$ cat src/rtl/count_event_pkg.sv
// Shared constants for the count event logger: record kinds and record width helper.
package count_event_pkg;

   localparam logic [1:0] EV_NONE  = 2'b00;
   localparam logic [1:0] EV_MATCH = 2'b01;
   localparam logic [1:0] EV_WRAP  = 2'b10;
   localparam logic [1:0] EV_BOTH  = 2'b11;

   // A record is {kind[1:0], count[size-1:0]}.
   function automatic int rec_width(input int size);
      return size + 2;
   endfunction

endpackage

$ cat src/rtl/count_event_fifo.sv
// Synchronous FIFO with wrapping pointers; occupancy is wr-rd with one extra MSB.
// A push while full is accepted only when a pop frees the slot on the same edge.
module count_event_fifo #(
   parameter int W     = 7,
   parameter int Depth = 4
) (
   input  logic                     clock,
   input  logic                     reset,
   input  logic                     push,
   input  logic                     pop,
   input  logic [W-1:0]             wdata,
   output logic [W-1:0]             rdata,
   output logic                     full,
   output logic                     empty,
   output logic [$clog2(Depth):0]   level
);

   localparam int AW = $clog2(Depth);
   localparam int LW = AW + 1;

   logic [W-1:0]  mem [Depth];
   logic [AW:0]   wr_ptr;
   logic [AW:0]   rd_ptr;
   logic          do_push;
   logic          do_pop;

   assign level   = wr_ptr - rd_ptr;
   assign full    = (level == LW'(Depth));
   assign empty   = (level == '0);
   assign do_pop  = pop && !empty;
   assign do_push = push && (!full || do_pop);
   assign rdata   = mem[rd_ptr[AW-1:0]];

   always_ff @(posedge clock or posedge reset) begin
      if (reset) begin
         wr_ptr <= '0;
         rd_ptr <= '0;
      end else begin
         if (do_push) wr_ptr <= wr_ptr + LW'(1);
         if (do_pop)  rd_ptr <= rd_ptr + LW'(1);
      end
   end

   // Storage needs no reset: empty gating hides stale entries.
   always_ff @(posedge clock) begin
      if (do_push) mem[wr_ptr[AW-1:0]] <= wdata;
   end

endmodule

$ cat src/rtl/count_event_logger.sv
// Samples the count bus, detects WRAP / MATCH events and queues {kind,count} records.
// Optional COUNT_EVENT_DROP_CNT_EN adds a saturating drop_cnt[7:0] output.
module count_event_logger
   import count_event_pkg::*;
#(
   parameter int Size  = 5,
   parameter int Depth = 4
) (
   input  logic                     clock,
   input  logic                     reset,
   input  logic [Size-1:0]          count,
   input  logic [Size-1:0]          threshold,
   input  logic                     ev_ready,
   input  logic                     ovf_clear,
   output logic                     ev_valid,
   output logic [1:0]               ev_kind,
   output logic [Size-1:0]          ev_count,
   output logic                     overflow,
   output logic [$clog2(Depth):0]   level
`ifdef COUNT_EVENT_DROP_CNT_EN
   ,
   output logic [7:0]               drop_cnt
`endif
);

   localparam int RW = rec_width(Size);

   logic [Size-1:0] prev_count;
   logic            armed;
   logic            wrap;
   logic            match;
   logic            event_hit;
   logic [1:0]      kind;
   logic            pop;
   logic            drop;
   logic            full;
   logic            empty;
   logic [RW-1:0]   rdata;

   assign wrap      = armed && (count < prev_count);
   assign match     = armed && (count == threshold) && (prev_count != threshold);
   assign event_hit = wrap || match;

   always_comb begin
      kind = EV_NONE;
      if (wrap && match) kind = EV_BOTH;
      else if (wrap)     kind = EV_WRAP;
      else if (match)    kind = EV_MATCH;
   end

   // Handshake: the head record transfers on any edge where ev_valid && ev_ready;
   // ev_valid never depends on ev_ready, and ev_ready while empty is ignored.
   assign ev_valid = !empty;
   assign pop      = ev_valid && ev_ready;
   assign drop     = event_hit && full && !pop;
   assign ev_kind  = empty ? EV_NONE : rdata[RW-1 -: 2];
   assign ev_count = empty ? '0 : rdata[Size-1:0];

   count_event_fifo #(
      .W     (RW),
      .Depth (Depth)
   ) u_fifo (
      .clock (clock),
      .reset (reset),
      .push  (event_hit),
      .pop   (pop),
      .wdata ({kind, count}),
      .rdata (rdata),
      .full  (full),
      .empty (empty),
      .level (level)
   );

   // The first sample after reset only seeds prev_count.
   always_ff @(posedge clock or posedge reset) begin
      if (reset) begin
         prev_count <= '0;
         armed      <= 1'b0;
      end else begin
         prev_count <= count;
         armed      <= 1'b1;
      end
   end

   always_ff @(posedge clock or posedge reset) begin
      if (reset)          overflow <= 1'b0;
      else if (drop)      overflow <= 1'b1;
      else if (ovf_clear) overflow <= 1'b0;
   end

`ifdef COUNT_EVENT_DROP_CNT_EN
   always_ff @(posedge clock or posedge reset) begin
      if (reset)
         drop_cnt <= 8'd0;
      else if (ovf_clear)
         drop_cnt <= drop ? 8'd1 : 8'd0;
      else if (drop && (drop_cnt != 8'hFF))
         drop_cnt <= drop_cnt + 8'd1;
   end
`endif

endmodule

$ cat config.mk
export PLATFORM = sky130hd
export DESIGN_NAME = count_event_logger
export DESIGN_NICKNAME = d
export VERILOG_FILES = /design/src/rtl/count_event_pkg.sv /design/src/rtl/count_event_fifo.sv /design/src/rtl/count_event_logger.sv
export SDC_FILE = /design/constraint.sdc
export NUM_CORES = 1
export LEC_CHECK = 0
export ABC_CLOCK_PERIOD_IN_PS = 5360
export BUFFER_PORTS_ARGS = -buffer_cell sky130_fd_sc_hd__buf_2
export CORE_UTILIZATION = 30
export DETAILED_ROUTE_END_ITERATION = 8
export GPL_TIMING_DRIVEN = 0
export RECOVER_POWER = 100
export SYNTH_ARGS = -nofsm -noshare
export SYNTH_HDL_FRONTEND = slang
export SYNTH_SLANG_ARGS = --single-unit
$ cat constraint.sdc
create_clock -name clock -period 5.36 [get_ports clock]
set_clock_uncertainty 0.1 [all_clocks]
set_input_delay 0.804 -clock clock [delete_from_list [all_inputs] [get_ports clock]]
set_output_delay 0.804 -clock clock [all_outputs]
set_load 0.02 [all_outputs]
==> run_results.csv <==
group,metric,value,unit
die,die_y,81.3,um
power,pwr-share-seq,36.4,%
synth,synth_cell_types,29,
detailed_routing,ant_nets,0,
power,p_per_area,557,nW/um^2
clock_network,cts-buffers-inserted,5,
synth,yosys.area.top_type,"edfxtp_1",
synth,seq_area_frac_synth,61.8,%
synth,synth_area_leaders,"edfxtp_1 (45%), dfrtp_1 (17%), mux4_2 (8.4%), ha_1 (6.6%), xnor2_1 (4.6%)",
critical_path,required,4460,ps
synth,yosys_most_used_dff,"edfxtp_1",
clock_network,cts_hold_buf,0,
die,core_area,5990,um^2
flow_run,cap_viol_max_count,0,
clock_network,cts.repair.resized,0,
status,status,"finished, final reports clean",
global_route,grt_pass1_vias,1005,
power,leakagePower,0.825,nW
clock_network,htreeDepth,2,
detailed_routing,dr_wl_met2,1550,um
detailed_routing,first_pass_iters,4,
detailed_routing,top_layer,"met4",
layout,drive_above_1_share,16.5,%
power,comb_power_share,47.7,%
detailed_routing,via_per_inst,4.48,
clock_network,numClockSinks,41,
clock_network,cts_root_buf,"clkbuf_8",
placement,dp_slack,2000,ps
critical_path,cp-start-kind,"register",
power,switching_share,40.8,%
die,rows,28,
timing,fin_setup_tns,0,ps
synth,synth-edff-count,28,
synth,synthTopCellsByCount,"edfxtp_1 (28), inv_1 (15), dfrtp_1 (13), ha_1 (10), xnor2_1 (10)",
power,p_int,710,uW
detailed_routing,wl_met3,120,um
critical_path,cp-end-kind,"primary output",
timing,max_freq,289,MHz
power,power_frac_clock,15.9,%
die,initial_core_util,31.5,%
detailed_routing,met1_length,1400,um
critical_path,rr_endpoint,"u_fifo.mem[0][5]",
clock_network,cts_tree,"done",
timing,setup_slack,1900,ps
min_path,min_path_type,"reg2reg",
layout,syn_to_final_growth,14.1,%
layout,nets,182,
clock_network,path_clk_slew,70,ps
die,dieArea,6610,um^2
timing,min_period_over_period,64.6,%
die,die_w,81.3,um
clock_network,insertion_delay,290,ps
timing,timing.hold.ws,395,ps
clock_network,post_cts_buffers,0,
power,power_switching,489,uW
timing,relSlewSlack,37.8,%
timing,min_period,3460,ps
timing,tightest_slew,928,ps
timing,rsz0062_at_grt,"no",
synth,ys_seq_elements,41,
detailed_routing,dr_total_vias,1045,
detailed_routing,wirelength,3110,um
timing,maxSlewViolCount,0,
timing,hold_viol_final,0,
global_route,grt_overflow,0,
die,io-pin-count,26,
detailed_routing,route.detailed.drc,0,
synth,syn_inst,125,
layout,antenna_cells,0,
global_route,grt_usage,10.6,%
power,finalPower,1.20,mW
critical_path,crit_type,"reg2out",
detailed_routing,wire_per_inst,13.3,um
critical_path,arrival,2560,ps
synth,syn-cell-area,1890,um^2
min_path,min_from,"u_fifo.rd_ptr[2]",
critical_path,r2r_slack,2330,ps
critical_path,worstRegToRegCells,8,
min_path,holdPathEnd,"u_fifo.rd_ptr[2]",
placement,io_buffers,25,
detailed_routing,drt_iter0_drc,44,
timing,setup_viol,0,
clock_network,cts_buffer_depth,2,
global_route,grt_pass1_wl,4940,um
synth,synth_top_area_share,44.6,%
placement,hpwl,2220,um
critical_path,rr_startpoint,"u_fifo.wr_ptr[0]",
synth,yosysMostFrequentCell,"edfxtp_1",
synth,synth-async-reset-ratio,31.7,%
synth,syn_avg_cell_area,15.1,um^2
min_path,min_delay_path_depth,1,
critical_path,cp_max_fo,10,
global_route,grt_max_degree,14,
power,peakVddDrop,0.168,mV
synth,yosysWarnings,0,
global_route,grt_antenna_before_repair,0,
placement,place_congestion,0.738,
synth,syn_nets,150,
-- through the flow --
stage | utilization, % | cells | cell area [um^2]
after floorplan | - | 125 | 1890
after global placement | 35.2 | 225 | 2110
after detailed placement | 35.2 | 225 | 2110
after CTS | 36.6 | 233 | 2190
after global routing | 35.9 | 233 | 2150
final | 35.9 | 233 | 2150
-- state kept, by name, summed over array words and instances, names as in the netlist --
register	count
prev_count	5
overflow	1
u_fifo.mem	28
armed	1
u_fifo.rd_ptr	3
u_fifo.wr_ptr	3
-- worst max-delay path, stage by stage, from the launching register on --
cell     delay (ps)
dfrtp_1         410
inv_1           110
ha_1            200
fa_1            370
xor2_1          160
xnor2_1         220
nand3_1         360
and2_0          270
buf_2           160
-- worst max-delay path by stage --
stage	slack (ps)	startpoint	to	cells past startpoint
finish	1900	u_fifo.wr_ptr[0]	ev_count[3]	8
global route	1610	u_fifo.wr_ptr[0]	ev_count[4]	8
CTS	1850	u_fifo.wr_ptr[0]	ev_count[3]	8
detailed placement	2000	count[2]	u_fifo.mem[0][1]	7
global placement	2010	count[2]	u_fifo.mem[1][1]	7
floorplan	2430	u_fifo.wr_ptr[0]	ev_count[0]	7
-- cell families after synthesis --
kind of cell               Yosys count  synth area share (%)
xor gates and xnor gates            16                  7.43
AOI/OAI and AO/OA                    7                  3.38
and+or+nand+nor                     23                  6.57
buffers and inverters               17                  3.38
DFF                                 41                  61.8
muxes                                9                  9.55
adders and majority gates           11                  7.69
other                                1                 0.199
-- cells in the final DEF, fill, tap and decap left out, types with 2 or more instances in the layout --
cell      count
inv_1        15
o21ai_0       2
clkbuf_8      5
buf_2        10
xnor2_1      10
xor2_1        6
nand2_1       4
clkbuf_1     16
mux4_2        7
edfxtp_1     28
and2_1        5
ha_1         10
dfrtp_1      13
nand3_1       2
nor2_1        5
and2_0        2
-- power by group through the flow --
stage,combinational (mW),sequential [mW],clock [mW]
6_report,0.572,0.437,0.191
5_1_grt,0.632,0.443,0.212
4_1_cts,0.615,0.438,0.198
3_5_place_dp,0.614,0.444,0
3_3_place_gp,0.609,0.443,0
2_1_floorplan,0.437,0.440,0
-- per-layer routing --
| layer | track usage (%) | up-vias |
|---|---|---|
| met5 | 0 | - |
| met4 | 4.82 | 0 |
| met3 | 2.47 | 5 |
| met2 | 18.0 | 23 |
| met1 | 12.7 | 516 |
| li1 | - | 501 |
-- layout make-up --
type / instances / area (um^2)
flip-flops and latches: 41 / 1170
multi-input cells: 67 / 636
repair buffers: 25 / 106
clock buffers: 5 / 68.8
well taps: 75 / 93.8
fillers: 579 / 3840
inverters: 15 / 56.3
plain buffers: 2 / 7.51
clock inverters: 3 / 17.5
(Power assumes the default switching activity.)
